<file path="src/rtl/usb_hub_pkg.sv">
// usb_hub_pkg -- definitions shared by the hub's serial receive path.
//   DATA_W     : default payload bits per frame
//   VALID_BIT  : index of the valid flag in the {valid, byte} word
//   rx_state_e : receiver FSM states
//   *_LVL      : serial line levels for start, stop and idle
package usb_hub_pkg;
    localparam int DATA_W    = 8;
    localparam int VALID_BIT = DATA_W;

    typedef enum logic [1:0] {
        IDLE = 2'd0,
        DATA = 2'd1,
        STOP = 2'd2
    } rx_state_e;

    localparam logic START_LVL = 1'b1;
    localparam logic STOP_LVL  = 1'b0;
    localparam logic IDLE_LVL  = 1'b0;
endpackage

</file>
<file path="src/rtl/usb_serial_rx_if.sv">
// usb_serial_rx_if -- serial line and byte-delivery signals of the receiver.
//   serial_in : serial line, idle low, one bit per clk
//   rx_data   : {valid, byte} head of the receive buffer
//   rx_ack    : pops the head entry while valid
//   frame_err : one-cycle pulse on a bad stop bit
//   overrun   : one-cycle pulse when a good frame finds the buffer full
//   busy      : a frame is in progress
// slave is the receiver side, master is the line driver / byte consumer.
interface usb_serial_rx_if #(
    parameter int DATA_W = usb_hub_pkg::DATA_W
);
    logic              serial_in;
    logic [DATA_W:0]   rx_data;
    logic              rx_ack;
    logic              frame_err;
    logic              overrun;
    logic              busy;

    modport slave (
        input  serial_in, rx_ack,
        output rx_data, frame_err, overrun, busy
    );

    modport master (
        output serial_in, rx_ack,
        input  rx_data, frame_err, overrun, busy
    );
endinterface

</file>
<file path="src/rtl/usb_rx_buf2.sv">
// usb_rx_buf2 -- two-entry FIFO holding received bytes.
//   clk, rst : clock, synchronous active-high reset
//   wr_en    : write request (ignored when full unless a read frees a slot)
//   wr_data  : byte to write
//   rd_en    : pop request (ignored when empty)
//   rd_data  : head entry (slot[rd_ptr])
//   count    : occupancy 0..2
//   full     : count == 2
//   empty    : count == 0
module usb_rx_buf2 #(
    parameter int DATA_W = usb_hub_pkg::DATA_W
) (
    input  logic              clk,
    input  logic              rst,
    input  logic              wr_en,
    input  logic [DATA_W-1:0] wr_data,
    input  logic              rd_en,
    output logic [DATA_W-1:0] rd_data,
    output logic [1:0]        count,
    output logic              full,
    output logic              empty
);
    logic [DATA_W-1:0] slot [2];
    logic              rd_ptr;
    logic              wr_ptr;
    logic              rd_ok;
    logic              wr_ok;

    assign full    = (count == 2'd2);
    assign empty   = (count == 2'd0);
    assign rd_data = slot[rd_ptr];

    // A pop in the same cycle frees a slot, so a write into a full buffer
    // still succeeds when it coincides with a read.
    assign rd_ok = rd_en && !empty;
    assign wr_ok = wr_en && (!full || rd_ok);

    always_ff @(posedge clk) begin
        if (rst) begin
            slot[0] <= '0;
            slot[1] <= '0;
            rd_ptr  <= 1'b0;
            wr_ptr  <= 1'b0;
            count   <= 2'd0;
        end else begin
            if (wr_ok) begin
                slot[wr_ptr] <= wr_data;
                wr_ptr       <= ~wr_ptr;
            end
            if (rd_ok)
                rd_ptr <= ~rd_ptr;
            case ({wr_ok, rd_ok})
                2'b10:   count <= count + 2'd1;
                2'b01:   count <= count - 2'd1;
                default: count <= count;
            endcase
        end
    end
endmodule

</file>
<file path="src/rtl/usb_serial_rx.sv">
// usb_serial_rx -- receive end of the hub's byte-serial link.
// Frame: start bit (1), DATA_W data bits LSB first, stop bit (0).
// Good frames go into a two-entry FIFO presented as {valid, byte}.
//   clk  : system clock, rising edge
//   rst  : synchronous active-high reset
//   bus  : usb_serial_rx_if.slave (serial_in, rx_ack in; rx_data,
//          frame_err, overrun, busy out)
module usb_serial_rx #(
    parameter int DATA_W = usb_hub_pkg::DATA_W
) (
    input  logic               clk,
    input  logic               rst,
    usb_serial_rx_if.slave     bus
);
    import usb_hub_pkg::*;

    localparam int CNT_W = $clog2(DATA_W) + 1;

    rx_state_e          state_q, state_d;
    logic [CNT_W-1:0]   bit_cnt_q, bit_cnt_d;
    logic [DATA_W-1:0]  shift_q, shift_d;
    logic               commit;
    logic               bad_stop;
    logic               frame_err_q;
    logic               overrun_q;

    logic [DATA_W-1:0]  rd_data;
    logic [1:0]         count;
    logic               full;
    logic               empty;
    logic               pop;

    always_ff @(posedge clk) begin
        if (rst) begin
            state_q   <= IDLE;
            bit_cnt_q <= '0;
            shift_q   <= '0;
        end else begin
            state_q   <= state_d;
            bit_cnt_q <= bit_cnt_d;
            shift_q   <= shift_d;
        end
    end

    always_comb begin
        state_d   = state_q;
        bit_cnt_d = bit_cnt_q;
        shift_d   = shift_q;
        commit    = 1'b0;
        bad_stop  = 1'b0;
        case (state_q)
            IDLE: begin
                if (bus.serial_in == START_LVL) begin
                    state_d   = DATA;
                    bit_cnt_d = '0;
                end
            end
            DATA: begin
                // LSB first: new bits enter at the top and walk down.
                shift_d   = {bus.serial_in, shift_q[DATA_W-1:1]};
                bit_cnt_d = bit_cnt_q + 1'b1;
                if (bit_cnt_q == CNT_W'(DATA_W - 1))
                    state_d = STOP;
            end
            STOP: begin
                // A high stop bit is only an error; it never doubles as
                // the next start bit.
                state_d = IDLE;
                if (bus.serial_in == STOP_LVL)
                    commit = 1'b1;
                else
                    bad_stop = 1'b1;
            end
            default: state_d = IDLE;
        endcase
    end

    assign pop = bus.rx_ack && !empty;

    usb_rx_buf2 #(.DATA_W(DATA_W)) u_buf (
        .clk     (clk),
        .rst     (rst),
        .wr_en   (commit),
        .wr_data (shift_q),
        .rd_en   (bus.rx_ack),
        .rd_data (rd_data),
        .count   (count),
        .full    (full),
        .empty   (empty)
    );

    always_ff @(posedge clk) begin
        if (rst) begin
            frame_err_q <= 1'b0;
            overrun_q   <= 1'b0;
        end else begin
            frame_err_q <= bad_stop;
            overrun_q   <= commit && full && !pop;
        end
    end

    assign bus.rx_data   = empty ? '0 : {1'b1, rd_data};
    assign bus.frame_err = frame_err_q;
    assign bus.overrun   = overrun_q;
    assign bus.busy      = (state_q != IDLE);

    logic unused_count;
    assign unused_count = ^count;
endmodule

</file>
<file path="src/flat_wrapper.sv">
// flat-port wrapper written by rule: the top's interface ports become plain ports
module usb_serial_rx_flat import usb_hub_pkg::*;
#(
    parameter int DATA_W = usb_hub_pkg::DATA_W
)
  (clk, rst, bus_serial_in, bus_rx_ack, bus_rx_data, bus_frame_err, bus_overrun, bus_busy);
  usb_serial_rx_if #(.DATA_W(DATA_W)) bus_i ();
  input  logic clk;
  input  logic rst;
  input wire logic [$bits(bus_i.serial_in)-1:0] bus_serial_in;
  input wire logic [$bits(bus_i.rx_ack)-1:0] bus_rx_ack;
  output wire logic [$bits(bus_i.rx_data)-1:0] bus_rx_data;
  output wire logic [$bits(bus_i.frame_err)-1:0] bus_frame_err;
  output wire logic [$bits(bus_i.overrun)-1:0] bus_overrun;
  output wire logic [$bits(bus_i.busy)-1:0] bus_busy;
  assign bus_i.serial_in = bus_serial_in;
  assign bus_i.rx_ack = bus_rx_ack;
  assign bus_rx_data = bus_i.rx_data;
  assign bus_frame_err = bus_i.frame_err;
  assign bus_overrun = bus_i.overrun;
  assign bus_busy = bus_i.busy;
  usb_serial_rx #(.DATA_W(DATA_W)) u_core (.clk(clk), .rst(rst), .bus(bus_i));
endmodule
</file>
<file path="config.mk">
export PLATFORM = sky130hd
export DESIGN_NAME = usb_serial_rx_flat
export DESIGN_NICKNAME = d
export VERILOG_FILES = /design/src/rtl/usb_hub_pkg.sv /design/src/rtl/usb_serial_rx_if.sv /design/src/rtl/usb_rx_buf2.sv /design/src/rtl/usb_serial_rx.sv /design/src/flat_wrapper.sv
export SDC_FILE = /design/constraint.sdc
export NUM_CORES = 1
export LEC_CHECK = 0
export ABC_CLOCK_PERIOD_IN_PS = 4300
export CORE_MARGIN = 8
export CORE_UTILIZATION = 40
export DETAILED_ROUTE_END_ITERATION = 16
export GPL_TIMING_DRIVEN = 1
export PLACE_DENSITY = 0.71
export SLEW_MARGIN = 5
export SYNTH_ARGS = -nofsm -noshare
export SYNTH_HDL_FRONTEND = slang
export SYNTH_SLANG_ARGS = --single-unit
</file>
<file path="constraint.sdc">
create_clock -name clk -period 4.3 [get_ports clk]
set_input_delay 0.86 -clock clk [delete_from_list [all_inputs] [get_ports clk]]
set_output_delay 0.86 -clock clk [all_outputs]
set_load 0.02 [all_outputs]
</file>
# Yosys cells after proc, flatten, opt, wreduce, memory -nomap -nowiden
# Memories as Yosys holds them, arrays and structs flattened. A register that Yosys moved wholly into a read port is not among the register bits.
# Index checks and enable logic that the tools add are counted.
# totals
ff_bits	20
ram_bits	16
inputBits	4
out_inout_bits	12
elab_cells	60
mem_count	1
# classes
n_addsub	3
n_eq_ne	8
mux	20
bitwise_logic	3
reduce_logical	17
# memory_table
name	words	word_bits	rd	rd_ports_with_merged_regs	wr	line_no	source
u_core.u_buf.slot	2	8	1	1	2	usb_rx_buf2.sv:23	logic [DATA_W-1:0] slot [2];
# op_table
cell	n
two-way mux 1 bit	12
two-way mux 9 bit	1
two-way mux 8 bit	1
case mux 2 bit (2 select lines)	2
case mux 4 bit (2 select lines)	1
OR reduction 8 bit	1
== test 2 bit (second input constant)	3
nonzero test 2 bit	3
adder 4 x 1 -> 4 bit (second input constant)	1
== test 2 x 1 -> 1 bit (second input constant)	2
== test 4 x 3 -> 1 bit (second input constant)	1
logical AND 1 bit	4
logical NOT 2 bit	2
two-way mux 2 bit	2
two-way mux 4 bit	1
AND reduction 2 bit	2
logical NOT 1 bit	3
NOT 1 bit	3
adder 2 x 1 -> 2 bit (second input constant)	1
inequality test 2 x 1 -> 1 bit (second input constant)	1
inequality test 2 bit (second input constant)	1
OR reduction 2 bit	1
subtractor 2 x 1 -> 2 bit (second input constant)	1
logical OR 1 bit	1

# Depth between registers and ports, before layout
# depth
depth_word	10
ltp_mapped	8
depth_no_buf	7

# Hierarchy
# A second synthesis with hierarchy kept.
# unflattened
hier_cells	156
hier_area_um2	1665.3
# by_module_without_submodules
mod	n_inst	cells_each	area_per_inst_um2	seq_area_each_um2
usb_rx_buf2	1	73	989.7	580.6
usb_serial_rx	1	83	675.6	320.3

# Worst setup path after synthesis
# OpenSTA, ideal clock, no wires.
# synth_path
path_kind	input-to-reg
from	input bus_rx_ack
to	register u_core.u_buf.count[1]
setup_ns	0.071
t_arrival_ns	2.077
required_time_ns	4.229
setup_slack_ns	2.152
stages	6
n_path_buf	0
path_cell_list	nor3b_2 > nor3_1 > inv_1 > ha_1 > or3_1 > a21oi_1
# synth_via
elab_chain_len	5
word_cells_on_any_way	7
cone_classes	eq/ne (2); mux (1); reduce/logical (4)
# synth_lines
item	line_no	source
from (decl)	flat_wrapper.sv:11	input wire logic [$bits(bus_i.rx_ack)-1:0] bus_rx_ack;
logical AND 1 bit (*)	usb_rx_buf2.sv:35	assign rd_ok = rd_en && !empty;
logical OR 1 bit	usb_rx_buf2.sv:36	assign wr_ok = wr_en && (!full || rd_ok);
logical AND 1 bit	usb_rx_buf2.sv:36	
== test 2 x 1 -> 1 bit / == test 2 bit (equally long branches)	usb_rx_buf2.sv:52	case ({wr_ok, rd_ok})
case mux 2 bit (2 select lines) / nonzero test 2 bit (equally long branches)	--	
to (signal assigned)	usb_rx_buf2.sv:53	2'b10: count <= count + 2'd1;
to (signal assigned)	usb_rx_buf2.sv:54	2'b01: count <= count - 2'd1;
to (signal assigned)	usb_rx_buf2.sv:55	default: count <= count;
to (decl)	usb_rx_buf2.sv:19	output logic [1:0] count,
# Every way passes the cells marked *; elsewhere a longest branch is shown, timed or not.
# A chain may end at the register's enable or synchronous reset.

# Worst setup path after layout
# layout_path
from	register u_core.u_buf.count[0]
to	output bus_rx_data[1]
# layout_via
elab_chain_len	2
# layout_lines
item	line_no	source
logical NOT 2 bit	usb_rx_buf2.sv:30	assign empty = (count == 2'd0);
two-way mux 9 bit	usb_serial_rx.sv:102	assign bus.rx_data = empty ? '0 : {1'b1, rd_data};
to (decl)	flat_wrapper.sv:12	output wire logic [$bits(bus_i.rx_data)-1:0] bus_rx_data;
# Every way passes these cells.

==> metrics.md <==
| Metric | Value |
|---|---|
| Result of the run | complete, no violations |
| Syn. warnings | 0 |
| Max Fclk | 374 MHz |
| Data arrival time of the worst path | 1.81 ns |
| Post-CTS Setup Repair Bufs | 0 |
| RR Endpoint | u_core.u_buf.slot[0][2] |
| Initial antenna violation count | 0 |
| RSZ-0062 raised after global routing | false |
| Count of vias placed by the detailed router | 1,056 |
| Hold path endpoint | u_core.shift_q[0] |
| Synth-to-layout area growth | 16.5% |
| Most prevalent standard cell on the critical path | nor2_1 |
| Number of instances resized during post-cts repair | 0 |
| Hold wc startpoint | u_core.shift_q[0] |
| I/O pin cnt | 16 |
| Die outline width | 78.9 um |
| Worst-skew pair later-pin latency | 0.28 ns |
| Count of hold-fix buffers inserted at cts | 0 |
| Slew @ Worst Pin | 0.765 ns |
| Clock buffer depth | 2 |
| Die outline area | 0.00623 mm2 |
| Vias in the first global route | 1,064 |
| Commonest non-fill, non-tap cells in the layout | dfxtp_1, nand2_1, nor2_1 |
| Sequential element share of the synthesized area | 56.9% |
| Summed area of non-filler cells in the final layout | 0.00184 mm2 |
| Tightest hold margin | 0.473 ns |
| First-pass GRT wire length | 4660 um |
| WS Path Type | flip-flop to output port |
| Detailed Place HPWL | 1950 um |
| Cell class contributing the biggest share of worst-path delay | simple AND/OR/NAND/NOR gates |
| Synthesized flop and latch total | 37 |
| Count of nets after finishing | 173 |
| Max Cap Viol | 0 |
| Total routing resource utilization after global routing | 9.46% |
| Worst path slowest cell | clkdlybuf4s50_1 |
| Startpoint of the worst-slack reg-to-reg timing path | u_core.u_buf.count[0] |
| Count of final setup violators | 0 |
| Pin count of the biggest net entering global routing | 23 |
| DRC violations left | 0 |
| Root buffer selected by CTS | clkbuf_8 |
| Sort of element at the start of the critical path | flip-flop |
| Clock tree from TritonCTS | yes |
| Summed negative setup slack over all endpoints | 0 ns |
| Number of distinct standard cells referenced by the synthesized netlist | 31 |
| Synth Instances | 151 |
| Total number of H-tree levels | 2 |
| Share of final-layout standard cells stronger than drive strength 1 | 5.95% |
| Buffers added on ports | 15 |
| Total iterations of the first detailed-routing run | 4 |
| Number of placement rows | 23 |
| Cell Area, Placed | 0.00176 mm2 |
| Hold/Removal Path Class | flip-flop to flip-flop |
| Worst path buffer plus inverter count | 1 |
| Slowest cell delay on critical path | 0.56 ns |
| Placed Cells | 210 |
| Sink Count | 37 |
| Layout Cells excl Fill | 218 |
| Portion of the clock cycle consumed by the worst path in the final layout | 62.1% |
| Shortest period the worst path allows | 2.67 ns |
| Required time worst endpoint | 3.44 ns |
| Initial core utilization | 40.4% |
| Ordered cell list for the critical path | nor2_1 > nor2_1 > clkdlybuf4s50_1 |
| CTS clk-pin slew, worst paths | 0.06 ns |
| Netlist area before placement | 0.00158 mm2 |
| Area of the core region | 0.00391 mm2 |
| Register-to-register path setup slack | 2.32 ns |
| Remaining antenna violation count after routing | 0 |
| Setup clock skew after layout | 0.00535 ns |
| Worst slew margin relative to its limit | 48.9% |
| Hold violation total from the final report | 0 |
| Most common cell after layout, fill and taps aside | dfxtp_1 |
| Vert. Die Dim | 78.9 um |
| IR Drop Worst-Case VDD | 0.000143 V |
| Sum of routed wire length over all layers | 2660 um |
| Worst Setup End Kind | output port |
| DR vias/cell | 4.84 |
| Worst R2R Path Depth | 4 |
| Final-report max-slew violation count | 0 |
| 1st-iter DRT viols | 77 |
| Worst-path maximum fanout | 9 |
| Aggregate global routing overflow | 0 |
| Average detailed-routed wire length per instance | 12.2 um |
| Diodes inserted | 0 |
| Power per unit of standard cell area | 337 mW/mm2 |
| Inserted Clock Buffers | 5 |
| Mapped Avg Cell Area | 10.5 um2 |
| Leakage Power | 0.000629 uW |
| Hold Path Cell Cnt | 2 |
| Weighted congestion at the end of routability-driven global placement | 0.739 |
| Nets in the synthesized netlist | 157 |
==> cell type report <==
cell class | count | area, um2
Clock inverter | 1 | 3.75
Fill cell | 378 | 2070
Inverter | 5 | 18.8
Multi-Input combinational cell | 103 | 632
Timing Repair Buffer | 15 | 150
Sequential cell | 37 | 901
Clock buffer | 7 | 76.3
Tap cell | 50 | 62.6
==> registers in the layout (all words and copies together) (netlist names), named ones only <==
register,flops
u_core.u_buf.wr_ptr,1
u_core.u_buf.slot,16
u_core.bus.frame_err,1
u_core.bus.overrun,1
u_core.shift_q,8
u_core.bit_cnt_q,4
u_core.u_buf.rd_ptr,1
u_core.u_buf.count,2
u_core.state_q,2
==> cell families (layout without fill, tap and decap cells) <==
logic type | count (synthesis) | count (layout) | synth area share (%)
buf+inv | 11 | 28 | 3.16
flops | 37 | 37 | 56.9
mux | 9 | 9 | 5.69
fa+ha+maj | 2 | 2 | 1.58
compound gates | 18 | 18 | 6.64
simple gates | 71 | 71 | 24.3
xor+xnor | 3 | 3 | 1.66
==> report_power, final <==
group	internal [uW]	total, uW	switching, uW
logic	8.66	23.7	15.1
clock network	113	220	107
registers	373	378	4.50
==> through the flow <==
stage | total power, uW | setup WS [ns] | utilization [%]
floorplan | 402 | 2.15 | -
global placement | 408 | 1.45 | 45.1
detailed placement | 410 | 1.37 | 45.1
CTS | 629 | 1.59 | 47.1
global route | 647 | 1.48 | 47.1
finish | 621 | 1.63 | 47.1
==> worst reg2reg max path, cell delays in order, from the launching register on <==
cell and delay [ns]:
dfxtp_1 0.44, nor3b_2 0.12, nor3_1 0.32, inv_1 0.11, o21bai_1 0.62
==> cell usage after synthesis, drive strengths merged <==
cell,count,share of area [%]
buf,2,1.0
nor4,2,2.1
nand3b,2,0.95
clkbuf,4,0.95
a31oi,2,0.79
or3b,1,0.71
o21ai,2,0.63
edfxtp,16,30
inv,5,1.2
a21o,1,0.47
nand2,18,4.3
a22oi,1,0.47
nor2,17,4.0
or2,1,0.40
and2,16,6.3
nor3b,2,1.3
mux2i,9,5.7
dfxtp,21,27
xnor2,1,0.55
nor2b,1,0.40
nor3,3,0.95
xor2,2,1.1
a21oi,9,2.8
ha,2,1.6
o21bai,3,1.4
nand3,3,0.95
nand2b,3,1.2
or3,2,0.79
==> worst max path at each step <==
| stage | from | to | slack [ns] | depth (start not counted) |
|---|---|---|---|---|
| after floorplan | bus_rx_ack | u_core.u_buf.count[1] | 2.15 | 6 |
| after global placement | bus_serial_in | u_core.u_buf.slot[0][1] | 1.45 | 4 |
| after detailed placement | bus_serial_in | u_core.u_buf.slot[0][3] | 1.37 | 4 |
| after CTS | u_core.u_buf.count[0] | bus_rx_data[1] | 1.59 | 3 |
| after global routing | u_core.u_buf.count[0] | bus_rx_data[1] | 1.48 | 3 |
| final | u_core.u_buf.count[0] | bus_rx_data[1] | 1.63 | 3 |
==> routing by layer <==
metal	vias up	global-route usage (%)	share of wire, %
met1	495	9.35	43
li1	540	-	-
met4	0	4.63	1.2
met5	-	0	0
met2	16	17.5	51
met3	5	2.93	4.3
Note: power is estimated with default switching activity, not from simulation.
